### src/rtl/am_tx_1b.sv
// One-bit AM transmitter: paced audio intake, depth-scaled envelope, first-order
// sigma-delta gate density, and a square NCO carrier gated onto a single RF pin.
module am_tx_1b #(
    parameter int SAMPLE_DIV = 1024,
    parameter int PHASE_W    = 40
) (
    input  logic               clk,
    input  logic               RST,
    input  logic               en,
    input  logic [PHASE_W-1:0] phase_inc,
    input  logic [7:0]         mod_depth,
    input  logic [15:0]        audio_in,
    input  logic               audio_valid,
    output logic               audio_ready,
    output logic               sample_tick,
    output logic               underrun,
    output logic [15:0]        env,
    output logic               RF_OUT
);

    localparam int              DIV_W    = $clog2(SAMPLE_DIV);
    localparam logic [DIV_W-1:0] DIV_LAST = DIV_W'(SAMPLE_DIV - 1);

    logic [15:0]        hold_reg;
    logic               hold_full_reg;
    logic [DIV_W-1:0]   div_cnt_reg;
    logic signed [15:0] cur_reg;
    logic signed [24:0] prod_reg;
    logic [15:0]        env_reg;
    logic [15:0]        sd_acc_reg;
    logic               gate_reg;
    logic [PHASE_W-1:0] phase_reg;
    logic               rf_reg;
    logic               tick_reg;
    logic               underrun_reg;

    logic               strobe;
    logic               transfer;
    logic [16:0]        sd_sum;
    logic signed [8:0]  depth_s;

    assign strobe   = en && (div_cnt_reg == DIV_LAST);
    assign transfer = audio_valid && !hold_full_reg;
    assign sd_sum   = {1'b0, sd_acc_reg} + {1'b0, env_reg};
    assign depth_s  = $signed({1'b0, mod_depth});

    // Holding register, current sample and the sticky underrun flag.
    // A consuming strobe and a transfer cannot coincide since ready is low while full.
    always_ff @(posedge clk) begin
        if (RST) begin
            hold_reg      <= '0;
            hold_full_reg <= 1'b0;
            cur_reg       <= '0;
            underrun_reg  <= 1'b0;
            tick_reg      <= 1'b0;
        end else begin
            tick_reg <= strobe;
            if (strobe && hold_full_reg) begin
                cur_reg       <= $signed(hold_reg);
                hold_full_reg <= 1'b0;
            end else if (transfer) begin
                hold_reg      <= audio_in;
                hold_full_reg <= 1'b1;
            end
            if (strobe && !hold_full_reg) begin
                underrun_reg <= 1'b1;
            end
        end
    end

    // Envelope: 16x9 signed product, then offset by mid-scale after an arithmetic /256.
    always_ff @(posedge clk) begin
        if (RST) begin
            prod_reg <= '0;
            env_reg  <= 16'h8000;
        end else begin
            prod_reg <= cur_reg * depth_s;
            env_reg  <= 16'h8000 + prod_reg[23:8];
        end
    end

    // Rate divider, NCO and sigma-delta all freeze together while en is low.
    always_ff @(posedge clk) begin
        if (RST) begin
            div_cnt_reg <= '0;
            phase_reg   <= '0;
            sd_acc_reg  <= '0;
            gate_reg    <= 1'b0;
        end else if (en) begin
            div_cnt_reg <= (div_cnt_reg == DIV_LAST) ? '0 : div_cnt_reg + 1'b1;
            phase_reg   <= phase_reg + phase_inc;
            gate_reg    <= sd_sum[16];
            sd_acc_reg  <= sd_sum[15:0];
        end
    end

    always_ff @(posedge clk) begin
        if (RST) begin
            rf_reg <= 1'b0;
        end else begin
            rf_reg <= en & gate_reg & phase_reg[PHASE_W-1];
        end
    end

    assign audio_ready = !hold_full_reg;
    assign sample_tick = tick_reg;
    assign underrun    = underrun_reg;
    assign env         = env_reg;
    assign RF_OUT      = rf_reg;

endmodule
### config.mk
export PLATFORM = sky130hd
export DESIGN_NAME = am_tx_1b
export DESIGN_NICKNAME = d
export VERILOG_FILES = /design/src/rtl/am_tx_1b.sv
export SDC_FILE = /design/constraint.sdc
export NUM_CORES = 1
export LEC_CHECK = 0
export ABC_AREA = 0
export BUFFER_PORTS_ARGS = -buffer_cell sky130_fd_sc_hd__buf_2
export CORE_MARGIN = 2
export CORE_UTILIZATION = 55
export CTS_CLUSTER_SIZE = 24
export DETAILED_ROUTE_END_ITERATION = 8
export PLACE_DENSITY = 0.81
export SLEW_MARGIN = 20
export SYNTH_ARGS = -nofsm -noshare
export SYNTH_HDL_FRONTEND = slang
export SYNTH_SLANG_ARGS = --single-unit
### constraint.sdc
create_clock -name clk -period 6 [get_ports clk]
set_input_delay 1.2 -clock clk [delete_from_list [all_inputs] [get_ports clk]]
set_output_delay 1.2 -clock clk [all_outputs]
set_load 0.1 [all_outputs]
* Word-level counts from Yosys, hierarchy flattened
Index checks and enable logic that the tools add are counted.
** Storage, ports and cells
- Register bits after elaboration :: 143
- Bits of input ports :: 68
- Output and inout bits :: 20
- Logic and storage cells :: 29
** Operators by class
- $add $sub $neg :: 4
- $mul :: 1
- Equality and inequality tests :: 1
- Mux-type cells :: 1
- Bitwise operators :: 3
- Reductions and logical operators :: 7
** Operators by type and width (count)
- adder 40 bit :: 1
- multiplier 16 x 9 -> 24 bit :: 1
- adder 16 x 16 -> 17 bit :: 1
- adder 16 bit (first input constant) :: 1
- adder 10 x 1 -> 10 bit (second input constant) :: 1
- equality test 10 bit (second input constant) :: 1
- 2-to-1 mux 10 bit :: 1
- logical AND 1 bit :: 4
- AND 1 bit :: 2
- AND reduction 2 bit :: 1
- OR reduction 2 bit :: 1
- logical NOT 1 bit :: 1
- inverter 1 bit :: 1

* Logic depth before layout (Yosys ltp)
Gate-level depths: netlist (run 1).
- Depth in word-level cells :: 5
- Mapped depth :: 19
- Gate-level depth less buffers :: 18

* Worst setup path after synthesis (run 1)
OpenSTA, ideal clock, no wires.
- Path type :: input-to-reg
- From :: input port mod_depth[5]
- To :: register prod_reg[20]
- Library setup time :: 128 ps
- Data arrival time :: 5466 ps
- Data required time :: 5872 ps
- Path slack :: 406 ps
- Stages :: 18
- Path buffers :: 1
- Cells stage by stage :: clkbuf_1 > nand2_1 > fa_1 > inv_1 > fa_1 > fa_1 > inv_1 > fa_1 > inv_1 > ha_1 > a21o_1 > a22o_1 > a31o_2 > a211oi_2 > o21bai_1 > a21oi_1 > xor2_1 > nor2_1
** On the way
- Longest elaborated chain between the ends :: 1
** RTL lines
- start: declaration :: RTL line 11 : input logic [7:0] mod_depth,
- multiplier 16 x 9 -> 24 bit :: RTL line 77 : prod_reg <= cur_reg * depth_s;
- end signal: assignment :: RTL line 77
- end: declaration :: RTL line 28 : logic signed [24:0] prod_reg;
No other way between the ends.
A chain may end at the register's enable or synchronous reset.

* Worst setup path in the final report (run 1)
- From :: input port mod_depth[2]
- To :: register prod_reg[23]
The elaborated chain is that of the path after synthesis.

==> flow_metrics.tcl, run 1 <==
set metrics [dict create \
    cts_resized 0 \
    first_iter_violations 639 \
    grt_usage_pct 23.4 \
    syn-num-nets 1632 \
    worstSetupEndpointType "flop" \
    clk_path_buf_depth 2 \
    rrSetupSlack_ns 1.00 \
    crit_path_start_kind "input port" \
    status "complete, no violations" \
    cts.reportedPaths.clkPinSlew_ns 0.06 \
    hold-path-cell-count 1 \
    netlist_area_um2 11500 \
    n_antenna_cell 0 \
    worstSetupPathType "input port to flop" \
    p_per_area_nw_per_um2 206 \
    synth_edf_count 0 \
    die_y_um 149 \
    critPathLaunch "mod_depth[2]" \
    async_reset_ff_share_pct 0 \
    ant_nets 0 \
    setup-tns-final_ns 0 \
    area_growth_pct 9.99 \
    cp.arrival_ns 5.74 \
    gp_congestion 0.894 \
    hold_start "prod_reg[23]" \
    grt_pass1_vias 9149 \
    ys_ff_latch 135 \
    timing.rr.start "cur_reg[5]" \
    io_pins 88 \
    ys_warn_count 0 \
    cts_made_buffers 17 \
    vdd_drop_max_mv 0.182 \
    slew_violations 0 \
    grt_max_degree 94 \
    slowest_delay_ns 0.55 \
    reg2reg_depth 17 \
    dr.pass1.iters 5 \
    drive_gt1_share_pct 10.1 \
    gr-total-overflow 0 \
    io_buffer_count 87 \
    clock_skew_ns 0.00696 \
    antenna_found_initial 0 \
    syn_area_per_cell_um2 8.46 \
    relSlewSlack_pct 36.5 \
    finalSetupViolCount 0 \
    critPathSlowestCell "fa_1" \
    min_path_type "flop to flop" \
    grt_pass1_wl_um 42300 \
    fin_crit_sh_pct 91.0 \
    drcViolationCount 0 \
    worstMarginPinSlew_ns 0.951 \
    cts_tree "done" \
    nNetsFinal 1689 \
    clock-root-buffer "clkbuf_16" \
    die_area_um2 22200 \
    num_vias 9309 \
    start_util_pct 56.5 \
    seq_area_frac_synth_pct 23.4 \
    synth.distinct_cells 82 \
    cp_cell_sequence "buf_2 -> nand2_1 -> fa_1 -> inv_1 -> fa_1 -> ha_1 -> inv_1 -> fa_1 -> inv_1 -> ha_1 -> and4_4 -> a2111oi_2 -> a21oi_1 -> a31o_2 -> a211oi_2 -> o21ai_2 -> o31ai_2 -> xnor2_1 -> nor2_1" \
    drv_cap 0 \
    rsz0062_at_grt "no" \
    crit_fanout 16 \
    max_freq_ghz 0.183 \
    r2r_end "prod_reg[23]" \
    hpwl_um 19000 \
    period_minus_slack_ns 5.46 \
    hold-path-endpoint "env[15]" \
    core_um2 20400 \
    largest_register_ffs 40 \
    hold_violations 0 \
    htree_levels 4 \
    num_rows 52 \
    mostFrequentLayoutCells "180 x nand2_1, 166 x inv_1, 135 x dfxtp_1" \
    viasPerCell 5.46 \
    clk_latency_ns 0.42 \
    wire_per_inst_um 14.6 \
    fp.dieW_um 149 \
    wl_um 25000 \
    cp.required_ns 6.28 \
    cts.sinks 135 \
    cts_setup_buffers 0 \
    cts_hold_buf 0 \
    post-route-util_pct 62.2 \
    p_leak_nw 6.22 \
    layout_commonest_cell "nand2_1" \
    synth_ff_type "dfxtp_1" \
    synthCells 1364 \
]
kinds of logic after synthesis:
family	count (synthesis)	synth area share, %
AOI/OAI and AO/OA	243	13.8
xor gates and xnor gates	59	4.48
adders and majority gates	200	28.2
buffers and inverters	220	7.64
DFF	135	23.4
muxes	30	2.61
and+or+nand+nor	477	19.8
layer usage:
metal / track usage [%] / wire length, um / vias to the layer above
li1: - / - / 4623
met3: 4.34 / 1480 / 48
met2: 38.8 / 11700 / 269
met5: 0 / 0 / -
met4: 8.10 / 561 / 0
met1: 31.0 / 11200 / 4369
area by class of cell:
type                       instances  area, um^2
tap                              270         338
timing repair buffer              91         468
fill                            1726        7730
clock inverter                    13         144
sequential                       135        2700
inverter                         167         627
clock buffer                      19         453
multi-input combinational       1009        7970
synthesized netlist by cell type (all sizes together) (7+ instances only):
cell type  count  share of area, %
nor2b         23               1.2
dfxtp        135                23
o21a           8              0.52
a211oi         9              0.67
xnor2         27               2.0
clkbuf        44               1.5
buf            8              0.60
fa           101                18
mux2i         29               2.5
a31oi         11              0.60
o21bai        10              0.65
nor2          92               3.0
and2          66               3.6
nor3          30               1.3
o21ai         39               1.8
nand2        180               5.9
or3            8              0.48
ha            99                11
a21oi         92               4.0
nand3         22              0.95
nand2b         7              0.38
inv          166               5.4
a21o          29               1.9
nand4         12              0.65
xor2          32               2.4
and3          13              0.72
stage by stage:
step           std cells  instance area [um^2]  hold WS, ns  worst slack, ns  power (mW)
3_5_place_dp        1672                 12100        0.377           0.0827        1.58
3_3_place_gp        1672                 12100        0.364            0.215        1.56
6_report            1704                 12700        0.389            0.538        2.62
5_1_grt             1704                 12700        0.390            0.171        2.75
2_1_floorplan       1364                 11500        0.356            0.406        1.46
4_1_cts             1704                 12700        0.389            0.516        2.63
critical path: cells and delay by family:
family          cells  cell delay (ns)
compound gates      6             1.48
xor+xnor            1             0.16
fa+ha+maj           5             2.11
buf+inv             4             0.42
simple gates        3             0.37
worst max-delay path by stage:
stage                     slack (ns)      endpoint  cells after the start
after global placement          0.21  prod_reg[20]                     18
after detailed placement        0.08  prod_reg[23]                     19
after CTS                       0.52  prod_reg[23]                     19
after global routing            0.17  prod_reg[20]                     19
final                           0.54  prod_reg[23]                     19
after floorplan                 0.41  prod_reg[20]                     18
power breakdown:
group | internal, mW | total (mW) | leakage (nW) | switching, mW
clock network | 0.637 | 1.05 | 0.294 | 0.413
logic | 0.244 | 0.587 | 4.83 | 0.343
registers | 0.952 | 0.984 | 1.10 | 0.0318
total | 1.83 | 2.62 | 6.22 | 0.788
Note: power is estimated with default switching activity, not from simulation.
==> run 2: changes to the inputs <==
--- a/config.mk
+++ b/config.mk
@@ -7,11 +7,13 @@
 export LEC_CHECK = 0
 export ABC_AREA = 0
 export BUFFER_PORTS_ARGS = -buffer_cell sky130_fd_sc_hd__buf_2
+export CORE_ASPECT_RATIO = 1.4
 export CORE_MARGIN = 2
 export CORE_UTILIZATION = 55
 export CTS_CLUSTER_SIZE = 24
 export DETAILED_ROUTE_END_ITERATION = 8
-export PLACE_DENSITY = 0.81
+export GPL_TIMING_DRIVEN = 0
+export PLACE_DENSITY = 0.85
 export SLEW_MARGIN = 20
 export SYNTH_ARGS = -nofsm -noshare
 export SYNTH_HDL_FRONTEND = slang
==> flow_metrics.tcl, run 2 (synthesized netlist as in run 1, its figures left out) <==
set metrics [dict create \
    critPathLaunch "mod_depth[1]" \
    min_path_type "flop to flop" \
    crit_end "prod_reg[20]" \
    io_buffer_count 86 \
    first_iter_violations 480 \
    layout_commonest_cell "nand2_1" \
    cp.arrival_ns 5.90 \
    finalSetupViolCount 0 \
    clkPwrFrac_pct 41.1 \
    timing.rr.start "cur_reg[5]" \
    ant_nets 0 \
    drv_cap 0 \
    fin_crit_sh_pct 93.3 \
    p_leak_nw 6.31 \
    slowest_delay_ns 0.53 \
    drcViolationCount 0 \
    placedCellCount 1707 \
    seq_area_um2 2700 \
    hold_violations 0 \
    wl_um 27700 \
    fin_ws_ns 0.402 \
    period_minus_slack_ns 5.60 \
    largest_register_ffs 40 \
    die_area_um2 22200 \
    antenna_found_initial 0 \
    htree_levels 4 \
    start_util_pct 56.2 \
    worstSetupEndpointType "flop" \
    cts_tree "done" \
    final_area_um2 12900 \
    rsz0062_at_grt "no" \
    clk_latency_ns 0.44 \
    critPathSlowestCell "fa_1" \
    filler_cell_count 1698 \
    cts_hold_buf 0 \
    cts_made_buffers 17 \
    drive_gt1_share_pct 10.0 \
    gr-total-overflow 0 \
    placed_cell_area_um2 12300 \
    worstSetupPathType "input port to flop" \
    p_sw_mw 0.799 \
    hpwl_um 22000 \
    r2r_end "prod_reg[20]" \
    p_comb_share_pct 22.6 \
    wire_per_inst_um 16.0 \
    multi_input_area_um2 7970 \
    area_growth_pct 11.9 \
    core_um2 20600 \
    grt_pass1_vias 10200 \
    clk_path_buf_depth 2 \
    p_seq_share_pct 36.2 \
    cp.required_ns 6.30 \
    dr.pass1.iters 7 \
    place_ws_ns -0.329 \
    p_int_mw 1.92 \
    grt_usage_pct 26.0 \
    num_vias 9807 \
    relSlewSlack_pct 36.0 \
    p_sw_share_pct 29.4 \
    nNetsFinal 1733 \
    crit_fanout 10 \
    io_pins 88 \
    setup-tns-final_ns 0 \
    gp_congestion 0.921 \
    num_rows 62 \
    cp_cell_sequence "buf_2 -> clkbuf_2 -> nand2_1 -> fa_1 -> inv_1 -> fa_1 -> ha_1 -> inv_1 -> fa_1 -> inv_1 -> ha_1 -> and4_4 -> a2111oi_2 -> a21oi_1 -> a31o_2 -> a211oi_4 -> o21bai_1 -> a21oi_1 -> xor2_1 -> nor2_1" \
    grt_max_degree 17 \
    fp.dieW_um 126 \
    crit_path_start_kind "input port" \
    max_freq_ghz 0.179 \
    viasPerCell 5.66 \
    n_antenna_cell 0 \
    worstMarginPinSlew_ns 0.960 \
    final_cells 1733 \
    vdd_drop_max_mv 0.204 \
    rrSetupSlack_ns 0.86 \
    clock-root-buffer "clkbuf_16" \
    die_y_um 175 \
    slew_violations 0 \
    p_per_area_nw_per_um2 210 \
    p_total_mw 2.72 \
    cts_setup_buffers 0 \
    reg2reg_depth 18 \
    clock_skew_ns 0.00894 \
    cts.reportedPaths.clkPinSlew_ns 0.06 \
    mostFrequentLayoutCells "180 x nand2_1, 166 x inv_1, 135 x dfxtp_1" \
    grt_pass1_wl_um 46900 \
    status "complete, no violations" \
    cts.sinks 135 \
]
==> run 2: changes by cell type in the layout (fill, tap and decap cells not counted), moves of 2 or more <==
cell,previous run,this run
buf_4,5,0
inv_6,3,1
bufinv_16,2,4
buf_2,86,88
buf_1,0,3
clkinv_4,4,2
buf_8,0,2
buf_6,0,2
clkbuf_1,0,37
==> run 2: layout make-up <==
| class | instances | share of cell area (%) |
|---|---|---|
| multi-input combinational | 1009 | 61.7 |
| sequential | 135 | 20.9 |
| inverter | 167 | 4.85 |
| clock buffer | 19 | 3.51 |
| timing repair buffer | 87 | 3.37 |
| tap | 256 | 2.48 |
| buffer | 48 | 1.84 |
| clock inverter | 12 | 1.35 |
==> run 2: repair_timing <==
| item | in CTS | in global routing |
|---|---|---|
| endpoints found under the setup margin | 0 | 3 |
| endpoints found under the hold margin | 0 | 0 |
| gates resized for setup | 0 | 3 |
==> run 2: worst min path at each step <==
stage | startpoint | end | slack, ns | cells after the start
after floorplan | prod_reg[23] | env[15] | 0.36 | 1
after global placement | prod_reg[23] | env[15] | 0.36 | 1
after detailed placement | prod_reg[23] | env[15] | 0.37 | 1
after CTS | prod_reg[23] | env[15] | 0.38 | 1
after global routing | prod_reg[23] | env[15] | 0.40 | 1
final | prod_reg[23] | env[15] | 0.38 | 1
==> run 2: worst max-delay path, delay by kind of cell <==
kind	cells	cell delay, ns
xor+xnor	1	0.16
compound gates	6	1.54
buf+inv	5	0.56
simple gates	3	0.34
fa+ha+maj	5	2.09
==> run 2: stage by stage <==
stage          utilization [%]  hold slack (ns)
6_report                  62.9            0.380
5_1_grt                   62.9            0.403
4_1_cts                   62.9            0.383
3_5_place_dp              59.9            0.369
3_3_place_gp              59.8            0.363
2_1_floorplan                -            0.356
==> run 2: metal layers <==
| metal | part of all wire (%) | routed length, um | vias to the layer above | GRT usage, % |
|---|---|---|---|---|
| met1 | 38 | 10600 | 4718 | 28.1 |
| met5 | 0 | 0 | - | 0 |
| met3 | 4.6 | 1270 | 82 | 3.87 |
| met4 | 4.0 | 1110 | 0 | 13.2 |
| met2 | 53 | 14700 | 302 | 48.5 |
| li1 | - | - | 4705 | - |
==> run 2: power by group through the flow <==
stage	logic (mW)	registers [mW]	clock network (mW)
floorplan	0.463	0.994	0
global placement	0.588	1.00	0
detailed placement	0.603	1.00	0
CTS	0.609	0.984	1.13
global route	0.682	0.990	1.17
finish	0.615	0.984	1.12
